$ cat src/rtl/shk_pkg.sv
// Shared constants, state encoding and helpers for the shake arbiter slice.
package shk_pkg;

  localparam int unsigned N_REQ           = 4;
  localparam int unsigned PTR_W           = 2;
  localparam int unsigned WD_SHK_SYNC_DEF = 16;
  localparam int unsigned WD_SHK_DLAY_DEF = 15;
  localparam int unsigned WD_TOUT_DEF     = 16;
  localparam int unsigned TOUT_CYC_DEF    = 4095;

  typedef enum logic [1:0] {
    ST_IDLE = 2'd0,
    ST_BUSY = 2'd1,
    ST_RESP = 2'd2
  } state_t;

  // One-hot requester vector to its index; zero vector maps to 0.
  function automatic logic [PTR_W-1:0] onehot_to_idx(input logic [N_REQ-1:0] oh);
    logic [PTR_W-1:0] idx;
    idx = '0;
    for (int i = 0; i < N_REQ; i++) begin
      if (oh[i]) idx = idx | PTR_W'(i);
    end
    return idx;
  endfunction

endpackage

$ cat src/rtl/shk_rr_arb.sv
// Combinational round-robin picker: first active request at or after ptr, wrapping.
module shk_rr_arb
  import shk_pkg::*;
(
  input  logic [N_REQ-1:0] req,
  input  logic [PTR_W-1:0] ptr,
  output logic [N_REQ-1:0] grant_c
);

  logic [PTR_W-1:0] idx;

  // Scan from the farthest slot back towards ptr so the nearest active slot wins.
  always_comb begin
    grant_c = '0;
    idx     = '0;
    for (int i = N_REQ - 1; i >= 0; i--) begin
      idx = ptr + PTR_W'(i);
      if (req[idx]) grant_c = N_REQ'(1) << idx;
    end
  end

endmodule

$ cat src/rtl/shk_arbiter.sv
// Four-way round-robin sharer of one shake master port, one transaction in flight,
// with a watchdog that aborts a target that never answers.
module shk_arbiter
  import shk_pkg::*;
#(
  parameter int unsigned WD_SHK_SYNC = WD_SHK_SYNC_DEF,
  parameter int unsigned WD_SHK_DLAY = WD_SHK_DLAY_DEF,
  parameter int unsigned WD_TOUT     = WD_TOUT_DEF,
  parameter int unsigned TOUT_CYC    = TOUT_CYC_DEF
) (
  input  logic                   sys_clk,
  input  logic                   sys_rst,

  input  logic                   s_shk_0_wvalid,
  input  logic [WD_SHK_SYNC-1:0] s_shk_0_smosi,
  input  logic [WD_SHK_DLAY-1:0] s_shk_0_dmosi,
  output logic                   s_shk_0_wready,
  output logic [WD_SHK_SYNC-1:0] s_shk_0_smiso,
  output logic [WD_SHK_DLAY-1:0] s_shk_0_dmiso,

  input  logic                   s_shk_1_wvalid,
  input  logic [WD_SHK_SYNC-1:0] s_shk_1_smosi,
  input  logic [WD_SHK_DLAY-1:0] s_shk_1_dmosi,
  output logic                   s_shk_1_wready,
  output logic [WD_SHK_SYNC-1:0] s_shk_1_smiso,
  output logic [WD_SHK_DLAY-1:0] s_shk_1_dmiso,

  input  logic                   s_shk_2_wvalid,
  input  logic [WD_SHK_SYNC-1:0] s_shk_2_smosi,
  input  logic [WD_SHK_DLAY-1:0] s_shk_2_dmosi,
  output logic                   s_shk_2_wready,
  output logic [WD_SHK_SYNC-1:0] s_shk_2_smiso,
  output logic [WD_SHK_DLAY-1:0] s_shk_2_dmiso,

  input  logic                   s_shk_3_wvalid,
  input  logic [WD_SHK_SYNC-1:0] s_shk_3_smosi,
  input  logic [WD_SHK_DLAY-1:0] s_shk_3_dmosi,
  output logic                   s_shk_3_wready,
  output logic [WD_SHK_SYNC-1:0] s_shk_3_smiso,
  output logic [WD_SHK_DLAY-1:0] s_shk_3_dmiso,

  output logic                   m_shk_wvalid,
  output logic [WD_SHK_SYNC-1:0] m_shk_smosi,
  output logic [WD_SHK_DLAY-1:0] m_shk_dmosi,
  input  logic                   m_shk_wready,
  input  logic [WD_SHK_SYNC-1:0] m_shk_smiso,
  input  logic [WD_SHK_DLAY-1:0] m_shk_dmiso,

  output logic [N_REQ-1:0]       o_grant,
  output logic                   o_tout
);

  logic [N_REQ-1:0]       req_vec;
  logic [WD_SHK_SYNC-1:0] req_smosi [N_REQ];
  logic [WD_SHK_DLAY-1:0] req_dmosi [N_REQ];
  logic [N_REQ-1:0]       arb_grant_c;
  logic [PTR_W-1:0]       arb_idx_c;
  logic                   timeout_c;

  state_t                 state;
  logic [PTR_W-1:0]       rr_ptr;
  logic [PTR_W-1:0]       own_idx;
  logic [WD_TOUT-1:0]     wd_cnt;
  logic [N_REQ-1:0]       resp_wready;
  logic [WD_SHK_SYNC-1:0] resp_smiso [N_REQ];
  logic [WD_SHK_DLAY-1:0] resp_dmiso [N_REQ];

  // Gather the flat requester ports into indexable form.
  assign req_vec      = {s_shk_3_wvalid, s_shk_2_wvalid, s_shk_1_wvalid, s_shk_0_wvalid};
  assign req_smosi[0] = s_shk_0_smosi;
  assign req_smosi[1] = s_shk_1_smosi;
  assign req_smosi[2] = s_shk_2_smosi;
  assign req_smosi[3] = s_shk_3_smosi;
  assign req_dmosi[0] = s_shk_0_dmosi;
  assign req_dmosi[1] = s_shk_1_dmosi;
  assign req_dmosi[2] = s_shk_2_dmosi;
  assign req_dmosi[3] = s_shk_3_dmosi;

  assign s_shk_0_wready = resp_wready[0];
  assign s_shk_1_wready = resp_wready[1];
  assign s_shk_2_wready = resp_wready[2];
  assign s_shk_3_wready = resp_wready[3];
  assign s_shk_0_smiso  = resp_smiso[0];
  assign s_shk_1_smiso  = resp_smiso[1];
  assign s_shk_2_smiso  = resp_smiso[2];
  assign s_shk_3_smiso  = resp_smiso[3];
  assign s_shk_0_dmiso  = resp_dmiso[0];
  assign s_shk_1_dmiso  = resp_dmiso[1];
  assign s_shk_2_dmiso  = resp_dmiso[2];
  assign s_shk_3_dmiso  = resp_dmiso[3];

  shk_rr_arb u_rr_arb (
    .req     (req_vec),
    .ptr     (rr_ptr),
    .grant_c (arb_grant_c)
  );

  assign arb_idx_c = onehot_to_idx(arb_grant_c);
  assign timeout_c = (wd_cnt == WD_TOUT'(TOUT_CYC - 1));

  // Transaction FSM with all outputs registered; a target answer beats a coincident timeout.
  always_ff @(posedge sys_clk) begin
    if (sys_rst) begin
      state        <= ST_IDLE;
      rr_ptr       <= '0;
      own_idx      <= '0;
      wd_cnt       <= '0;
      m_shk_wvalid <= 1'b0;
      m_shk_smosi  <= '0;
      m_shk_dmosi  <= '0;
      o_grant      <= '0;
      o_tout       <= 1'b0;
      resp_wready  <= '0;
      for (int i = 0; i < N_REQ; i++) begin
        resp_smiso[i] <= '0;
        resp_dmiso[i] <= '0;
      end
    end else begin
      o_tout <= 1'b0;
      case (state)
        ST_IDLE: begin
          if (|req_vec) begin
            own_idx      <= arb_idx_c;
            o_grant      <= arb_grant_c;
            m_shk_smosi  <= req_smosi[arb_idx_c];
            m_shk_dmosi  <= req_dmosi[arb_idx_c];
            m_shk_wvalid <= 1'b1;
            wd_cnt       <= '0;
            state        <= ST_BUSY;
          end
        end
        ST_BUSY: begin
          if (m_shk_wready) begin
            resp_wready[own_idx] <= 1'b1;
            resp_smiso[own_idx]  <= m_shk_smiso;
            resp_dmiso[own_idx]  <= m_shk_dmiso;
            m_shk_wvalid         <= 1'b0;
            state                <= ST_RESP;
          end else if (timeout_c) begin
            resp_wready[own_idx] <= 1'b1;
            resp_smiso[own_idx]  <= '0;
            resp_dmiso[own_idx]  <= '0;
            m_shk_wvalid         <= 1'b0;
            o_tout               <= 1'b1;
            state                <= ST_RESP;
          end else if (wd_cnt != {WD_TOUT{1'b1}}) begin
            wd_cnt <= wd_cnt + WD_TOUT'(1);
          end
        end
        ST_RESP: begin
          resp_wready <= '0;
          for (int i = 0; i < N_REQ; i++) begin
            resp_smiso[i] <= '0;
            resp_dmiso[i] <= '0;
          end
          o_grant <= '0;
          rr_ptr  <= own_idx + PTR_W'(1);
          state   <= ST_IDLE;
        end
        default: state <= ST_IDLE;
      endcase
    end
  end

endmodule

$ cat config.mk
export PLATFORM = sky130hd
export DESIGN_NAME = shk_arbiter
export DESIGN_NICKNAME = d
export VERILOG_FILES = /design/src/rtl/shk_pkg.sv /design/src/rtl/shk_rr_arb.sv /design/src/rtl/shk_arbiter.sv
export SDC_FILE = /design/constraint.sdc
export NUM_CORES = 1
export LEC_CHECK = 0
export CORE_MARGIN = 2
export CORE_UTILIZATION = 44
export CTS_CLUSTER_SIZE = 16
export DETAILED_ROUTE_END_ITERATION = 6
export PLACE_DENSITY = 0.8
export SYNTH_ARGS = -nofsm -noshare
export SYNTH_HDL_FRONTEND = slang
export SYNTH_SLANG_ARGS = --single-unit
$ cat constraint.sdc
create_clock -name sys_clk -period 3.7 [get_ports sys_clk]
set_clock_uncertainty 0.2 [all_clocks]
set_input_delay 0.74 -clock sys_clk [delete_from_list [all_inputs] [get_ports sys_clk]]
set_output_delay 0.74 -clock sys_clk [all_outputs]
set_load 0.005 [all_outputs]
### Word-level counts from Yosys, hierarchy flattened

Memories as Yosys holds them, arrays and structs flattened.
Index checks and enable logic that the tools add are counted.

* add/sub/neg operators: 5
* order comparisons: 7
* equal/unequal tests: 9
* shift-type cells: 4
* muxes and demuxes: 71
* bitwise gates (word level): 12
* reductions and logical operators: 14

Operators by type and width (count)
* 16-bit two-way mux: 12
* 15-bit two-way mux: 8
* 16-bit binary-select mux with 2-bit select: 1
* 16-bit case mux with 2 select lines: 1
* 15-bit binary-select mux with 2-bit select: 1
* 4-bit two-way mux: 7
* 1-bit two-way mux: 25
* 16-bit by 1-bit adder with 16-bit output, second input constant: 1
* 16-bit by 12-bit equality test with 1-bit output, second input constant: 1
* 16-bit inequality test, second input constant: 1
* 4-bit case mux with 2 select lines: 2
* 16-bit OR reduction: 1
* 1-bit by 2-bit left shift with 4-bit output, first input constant: 4
* 2-bit by 3-bit less-than comparator with 1-bit output, second input constant: 5
* 15-bit OR reduction: 1
* 2-bit two-way mux: 7
* 1-bit bitwise OR: 10
* 1-bit binary-select mux with 2-bit select: 4
* 2-bit inequality test, second input constant: 4
* 2-bit AND reduction: 4
* 2-bit nonzero test: 3
* 5-bit AND reduction: 1
* 2-bit by 1-bit adder with 2-bit output, second input constant: 2
* 2-bit adder, second input constant: 2
* other kinds (14): 14

* register bits after elaboration: 63
* memory bits (writable): 124
* input bits: 162
* output and inout bits: 165
* memories: 2

Memory list
* resp_smiso: words 4, width 16, read ports 4, clocked after Yosys merged registers in 0, write ports 4, RTL line shk_arbiter.sv:65 `logic [WD_SHK_SYNC-1:0] resp_smiso [N_REQ];`
* resp_dmiso: words 4, width 15, read ports 4, clocked after Yosys merged registers in 0, write ports 4, RTL line shk_arbiter.sv:66 `logic [WD_SHK_DLAY-1:0] resp_dmiso [N_REQ];`

### Depth between registers and ports, before layout

* depth after elaboration: 14
* mapped depth: 10

### Hierarchy

A second synthesis with hierarchy kept.

* cells, all modules: 795
* area total of the unflattened synthesis: 8627.0 µm²

By module, submodules not included
* shk_arbiter: instances 1, cells an instance 748, area an instance 8214.1 µm², sequential area each 4984.8 µm²
* shk_rr_arb: instances 1, cells an instance 47, area an instance 412.9 µm², sequential area each 0.0 µm²

### Worst setup path before layout

No wires, ideal clock.

* kind: input -> register
* start: input s_shk_3_wvalid
* end: register m_shk_dmosi[12]
* setup time: 119 ps
* arrival time: 2768 ps
* data required time: 3381 ps
* path slack: 613 ps
* cell stages on the path: 8
* path buffers: 2
* cell sequence: mux4_2 > buf_2 > a211o_1 > o211a_4 > nor2_4 > buf_6 > mux2_1 > o221a_1

* word-level cells in the longest chain between the ends: 13
* elaborated cells on any way between the ends: 21
* those cells by class: mux: 18; bitwise: 1; reduce/logical: 2

RTL lines
* start: declaration: RTL line shk_arbiter.sv:35 `input logic s_shk_3_wvalid,`
* 1-bit binary-select mux with 2-bit select: RTL line shk_rr_arb.sv:18 `if (req[idx]) grant_c = N_REQ'(1) << idx;`
* 1-bit two-way mux (not written as such): RTL line shk_rr_arb.sv:18
* 4-bit two-way mux (4 in series): RTL line shk_rr_arb.sv:18
* 1-bit two-way mux: RTL line shk_pkg.sv:22 `if (oh[i]) idx = idx | PTR_W'(i);`
* 2-bit two-way mux (2 in series): RTL line shk_pkg.sv:22
* 2-bit inverter with 3-bit output (not written as such): RTL line shk_arbiter.sv:126 `m_shk_dmosi <= req_dmosi[arb_idx_c];`
* 15-bit binary-select mux with 2-bit select: RTL line shk_arbiter.sv:126
* 15-bit two-way mux (not written as such) (2 in series): RTL line shk_arbiter.sv:126
* end signal: assignment: RTL line shk_arbiter.sv:126
* end: declaration: RTL line shk_arbiter.sv:44 `output logic [WD_SHK_DLAY-1:0] m_shk_dmosi,`

Several ways; a longest one is shown, not always the timed one. The select of a mux whose other input is x is not followed.
A chain may end at the register's enable or synchronous reset.

### Worst setup path in the final report

* start: input s_shk_3_wvalid
* end: register m_shk_smosi[11]

* word-level cells in the longest chain between the ends: 13
* elaborated cells on any way between the ends: 21
* those cells by class: mux: 18; bitwise: 1; reduce/logical: 2

RTL lines
* 1-bit binary-select mux with 2-bit select: RTL line shk_rr_arb.sv:18
* 1-bit two-way mux (not written as such): RTL line shk_rr_arb.sv:18
* 4-bit two-way mux (4 in series): RTL line shk_rr_arb.sv:18
* 1-bit two-way mux: RTL line shk_pkg.sv:22
* 2-bit two-way mux (2 in series): RTL line shk_pkg.sv:22
* 2-bit inverter with 3-bit output (not written as such): RTL line shk_arbiter.sv:125 `m_shk_smosi <= req_smosi[arb_idx_c];`
* 16-bit binary-select mux with 2-bit select: RTL line shk_arbiter.sv:125
* 16-bit two-way mux (not written as such) (2 in series): RTL line shk_arbiter.sv:125
* end signal: assignment: RTL line shk_arbiter.sv:125
* end: declaration: RTL line shk_arbiter.sv:43 `output logic [WD_SHK_SYNC-1:0] m_shk_smosi,`

Several ways; a longest one is shown, not always the timed one. The select of a mux whose other input is x is not followed.

==> results <==
- The final layout contains routed wiring with a total length of 25.5 mm.
- After technology mapping, the gate count stands at between 800 and 900.
- The clock reaches the later pin of the worst-skew pair after 0.43 ns.
- Of the total synthesized cell area, the portion taken by full adders, half adders and majority gates is 1.90%.
- In this run the deepest clock path goes through 2 buffers.
- The met1 demand-to-capacity share in global routing is 28.2%.
- The post-route netlist has 6.47% of its cells at a drive strength greater than 1.
- In the synthesized netlist the async set-or-reset flop fraction comes to 0%.
- When the netlist entered floorplanning its net count stood at 1001.
- The critical path goes through clkdlybuf4s50_1 > mux4_2 > or3b_2 > o211a_4 > nor2_4 > buf_12 > mux2_1 > o221a_1.
- The final RePlAce weighted congestion is about 0.88.
- For the worst flop-to-flop path, the logic depth is 9.
- CTS built an H-tree with a depth of 4.
- The clock network fraction of total power is 33.7%.
- The sort of element at the end of the critical path is a flop.
- VDD sags by at most around 0.0003 V.
- For this run, the leading register cell type out of synthesis is edfxtp_1.
- Each instance of the synthesized netlist takes up on average 10.4 µm².
- The TritonCTS clock tree is done.
- Sequential elements use 58.2% of the synthesized area.
- The fraction of the cycle the final worst path needs is 86.2%.
- The count of final max-slew check failures came to 0.
- The cell with the largest stage delay on the worst path is mux4_2.
- The global routing's busiest layer is met2.
- The number of buffers added on ports is 326.
- Clock-pin slew was measured on the worst setup and hold paths at 0.08 ns.
- Max-cap violations in this run came to 0.
- Dividing the detail-routed wire length by the instance count gives ~18 µm.
- The endpoint identified for the worst register-to-register timing path is m_shk_smosi[11].
- The worst hold endpoint is o_grant[1].
- By area, the combinational part of the netlist is dominated by simple AND/OR/NAND/NOR gates.
- The first-pass GRT wire length is 38.2 mm.
- The total via count after detailed routing is 7609.
- The number of enable flip-flop cells after synthesis is 124.
- Summing the areas of all compound-gate instances in the mapped netlist gives around 11% of the synthesized area.
- Timing would allow up to 314 MHz.
- Cell internal power was estimated by the tool at 0.00396 W.
- The worst hold path belongs to the class reg -> reg.
- Setup repair after global routing left no endpoint under its margin.
- The arrival time of data at the critical path endpoint is 3.30 ns.
- Along the worst hold path, the cell count comes to 2.
- The cts-stage hold buffer count is 0.
- After Yosys synthesis, XOR and XNOR cells account for less than 1% of the synthesized area.
- The hold violation count in the final report is 0.
- After Yosys synthesis, and, or, nand and nor cells account for 20.1% of the synthesized area.
- The number of antenna violations at the first check in global routing came to 0.
- The number of distinct library cells after synthesis is 46.
- The minimum setup slack among reg-to-reg paths is 0.58 ns.
- For this run, the total global-route usage over all layers was measured as 24.0%.
- The post-route DRC violation count is 0.
- The total power density per cell area is 429 mW/mm².
- For met3 alone, demand over resource in global routing was around 7.8%.
- Clock tree synthesis inserted a total of 17 buffers.
- The proportion of power drawn by combinational gates is 21.6%.
- CTS placed an instance of clkbuf_16 at the clock tree root.
- The core region area is about 0.019 mm².
- In this run the remaining antenna-violating nets after routing total 0.
- The number of detailed-routing iterations run before antenna repair is 5.
- The count of routing violations after the opening detailed-route iteration is 410.
- The met2 track demand over resource is 41.4%.
- The clock sink count is 187.
- Sequential cells burn roughly 45% of the power.
- In this run the core area contains 51 standard-cell rows.
- The total of warnings raised by yosys is 0.
- The die extent in x is 143 µm.
- The kind of critical path is in -> reg.
- The switching power is 0.00154 W.
- The register bit count reported by yosys is approximately 190.
- The clock period minus final worst setup slack is 3.19 ns.
- Of the post-synthesis cell area, the part taken by muxes is 5.25%.
- For this design the static power due to leakage is 4.79 nW.
- The HPWL reported at the end of detailed placement is 18.0 mm.
- The total overflow left after global routing is 0.
- In this run the vertical extent of the chip is 143 µm.
- The final worst-path setup slack is 0.512 ns.
- The post-CTS setup buffer count is 0.
- The floorplan step defined a die boundary enclosing 0.0206 mm².
- The count of boundary I/O pins is roughly 330.
- Of the total power, the share spent switching nets is 28.0%.
- For the pin with the worst max-slew slack, the measured transition is between 0.5 and 0.6 ns.
- The initial standard-cell utilization of the core is 44.4%.
- On the worst path, the slowest cell contributes a delay of 0.52 ns.
- The data required time of the critical path is 3.82 ns.
- Before CTS, the worst setup slack after placement is slightly above 0.07 ns.
- The sum of negative setup slack is 0 ns.
- The startpoint identified for the worst hold timing path is o_grant[1].
- The run finished with clean final reports.
- Measured against its own limit, the worst slew margin works out to 61.4%.
- The via count of the first global-routing pass is 7315.
- The startpoint of the worst register-to-register path is rr_ptr[1].
- The number of nets in the layout is 1321.
- Post-CTS repair changed the size of 0 cells.
- The per-cell via count in the routed design is 5.34.
- Setup violations remaining at the end of the flow were counted as 0.
- The largest driver fanout on the critical path is 22.
- The summed instance area of the synthesized netlist is about 0.0086 mm².
- The worst setup path is launched from an input port.
- The number of filler cells placed in the layout is 1503.
- The pin count of the biggest net entering global routing is 60.
- The area overhead of the layout relative to synthesis is 49.5%.
power by group through the flow:
stage          clock network, W  registers, W  logic (W)
2_1_floorplan                 0       0.00251   0.000522
3_3_place_gp                  0       0.00250    0.00117
3_5_place_dp                  0       0.00250    0.00119
4_1_cts                 0.00189       0.00246    0.00119
5_1_grt                 0.00196       0.00247    0.00128
6_report                0.00185       0.00246    0.00118
final cells by class:
cell class | count | area, µm² | area share (%)
antenna | 1 | 2.50 | 0.0196
clock buffer | 17 | 425 | 3.32
clock inverter | 15 | 185 | 1.45
inverter | 9 | 33.8 | 0.264
multi-input combinational | 574 | 3290 | 25.7
sequential | 187 | 4980 | 39.0
tap | 265 | 332 | 2.59
timing repair buffer | 357 | 3540 | 27.7
critical path, delay by kind of cell:
| kind | cells | cell delay, ns |
|---|---|---|
| AOI/OAI and AO/OA | 2 | 0.38 |
| buffers and inverters | 2 | 0.67 |
| muxes | 2 | 0.86 |
| and+or+nand+nor | 2 | 0.64 |
synth_stat cells (2+ instances only):
cell	number	share of area, %
a211oi_1	3	0.26
a21oi_1	20	1.2
a221oi_1	2	0.20
a22oi_1	3	0.26
a31oi_1	31	2.3
buf_1	2	0.088
buf_2	10	0.58
buf_6	4	0.53
clkbuf_1	40	1.8
dfxtp_1	63	15
edfxtp_1	124	44
ha_1	13	1.9
inv_1	9	0.39
mux2_1	31	4.1
mux4_2	4	1.1
nand2_1	117	5.1
nand2b_1	5	0.37
nand3_1	39	2.3
nand3b_1	3	0.26
nand4_1	3	0.22
nor2_1	199	8.7
nor2b_1	4	0.29
nor3_1	6	0.35
nor3b_1	2	0.18
nor4_1	6	0.44
o211ai_1	4	0.35
o21a_1	6	0.53
o21ai_0	5	0.29
o221a_1	31	4.1
o31a_1	2	0.20
o31ai_1	6	0.53
or3_1	9	0.66
or4_1	7	0.61
registers in the layout, summed over array words and instances, names as in the netlist, 2 cells and up:
| name | flops |
|---|---|
| resp_smiso | 64 |
| resp_dmiso | 60 |
| m_shk_smosi | 16 |
| wd_cnt | 16 |
| m_shk_dmosi | 15 |
| o_grant | 4 |
| resp_wready | 4 |
| own_idx | 2 |
| rr_ptr | 2 |
| state | 2 |
worst max-delay path by stage:
stage | start | endpoint | slack, ns | cells past startpoint
global route | s_shk_3_wvalid | m_shk_smosi[11] | 0.44 | 8
floorplan | s_shk_3_wvalid | m_shk_dmosi[12] | 0.61 | 8
detailed placement | s_shk_3_wvalid | m_shk_smosi[7] | 0.07 | 8
global placement | s_shk_3_wvalid | m_shk_smosi[11] | 0.13 | 8
CTS | s_shk_3_wvalid | m_shk_smosi[12] | 0.53 | 8
finish | s_shk_3_wvalid | m_shk_smosi[11] | 0.51 | 8
kinds of logic (layout without fill, tap and decap cells):
logic type | Yosys count | after routing
adder cells (fa/ha/maj) | 13 | 13
AND/OR/NAND/NOR | 406 | 406
AO/OA/AOI/OAI | 118 | 118
flip-flops | 187 | 187
other | 0 | 1
buffers and inverters | 65 | 398
XOR/XNOR | 1 | 1
multiplexers | 36 | 36
placed cells by master, fill, tap and decap left out, types with 3 or more instances in the layout:
| master | synthesis | layout |
|---|---|---|
| inv_1 | 9 | 9 |
| inv_8 | 0 | 5 |
| o21a_1 | 6 | 6 |
| mux4_2 | 4 | 4 |
| clkbuf_16 | 0 | 17 |
| buf_12 | 0 | 4 |
| nand2b_1 | 5 | 5 |
| o211ai_1 | 4 | 4 |
| a22oi_1 | 3 | 3 |
| dfxtp_1 | 63 | 63 |
| o21ai_0 | 5 | 5 |
| inv_6 | 0 | 3 |
| nor4_1 | 6 | 6 |
| a31oi_1 | 31 | 31 |
| o31ai_1 | 6 | 6 |
| nand3_1 | 39 | 39 |
| ha_1 | 13 | 13 |
| clkinv_8 | 0 | 5 |
| nand4_1 | 3 | 3 |
| clkdlybuf4s50_1 | 0 | 325 |
| nor2b_1 | 4 | 4 |
| or4_1 | 7 | 7 |
| buf_4 | 0 | 27 |
| edfxtp_1 | 124 | 124 |
| mux2_1 | 31 | 31 |
| o221a_1 | 31 | 31 |
| nand3b_1 | 3 | 3 |
| nor3_1 | 6 | 5 |
| a21oi_1 | 20 | 20 |
| a211oi_1 | 3 | 3 |
| nor2_1 | 199 | 199 |
| or3_1 | 9 | 9 |
| nand2_1 | 117 | 117 |
per-stage QoR:
| stage | cells | total power [W] | cell area, µm² | hold WS (ns) | utilization, % |
|---|---|---|---|---|---|
| 5_1_grt | 1424 | 0.00572 | 12800 | 0.307 | 66.4 |
| 4_1_cts | 1424 | 0.00553 | 12800 | 0.277 | 66.4 |
| 3_5_place_dp | 1392 | 0.00369 | 12200 | 0.267 | 63.2 |
| 2_1_floorplan | 826 | 0.00303 | 8560 | 0.261 | - |
| 6_report | 1425 | 0.00549 | 12800 | 0.275 | 66.4 |
| 3_3_place_gp | 1392 | 0.00367 | 12200 | 0.255 | 63.2 |
routing by layer:
layer  share of wire, %  up-vias
met5                  0        -
met4                1.7        0
met3                 11       34
met2                 49      396
met1                 38     3574
li1                   -     3605
(Power assumes the default switching activity.)
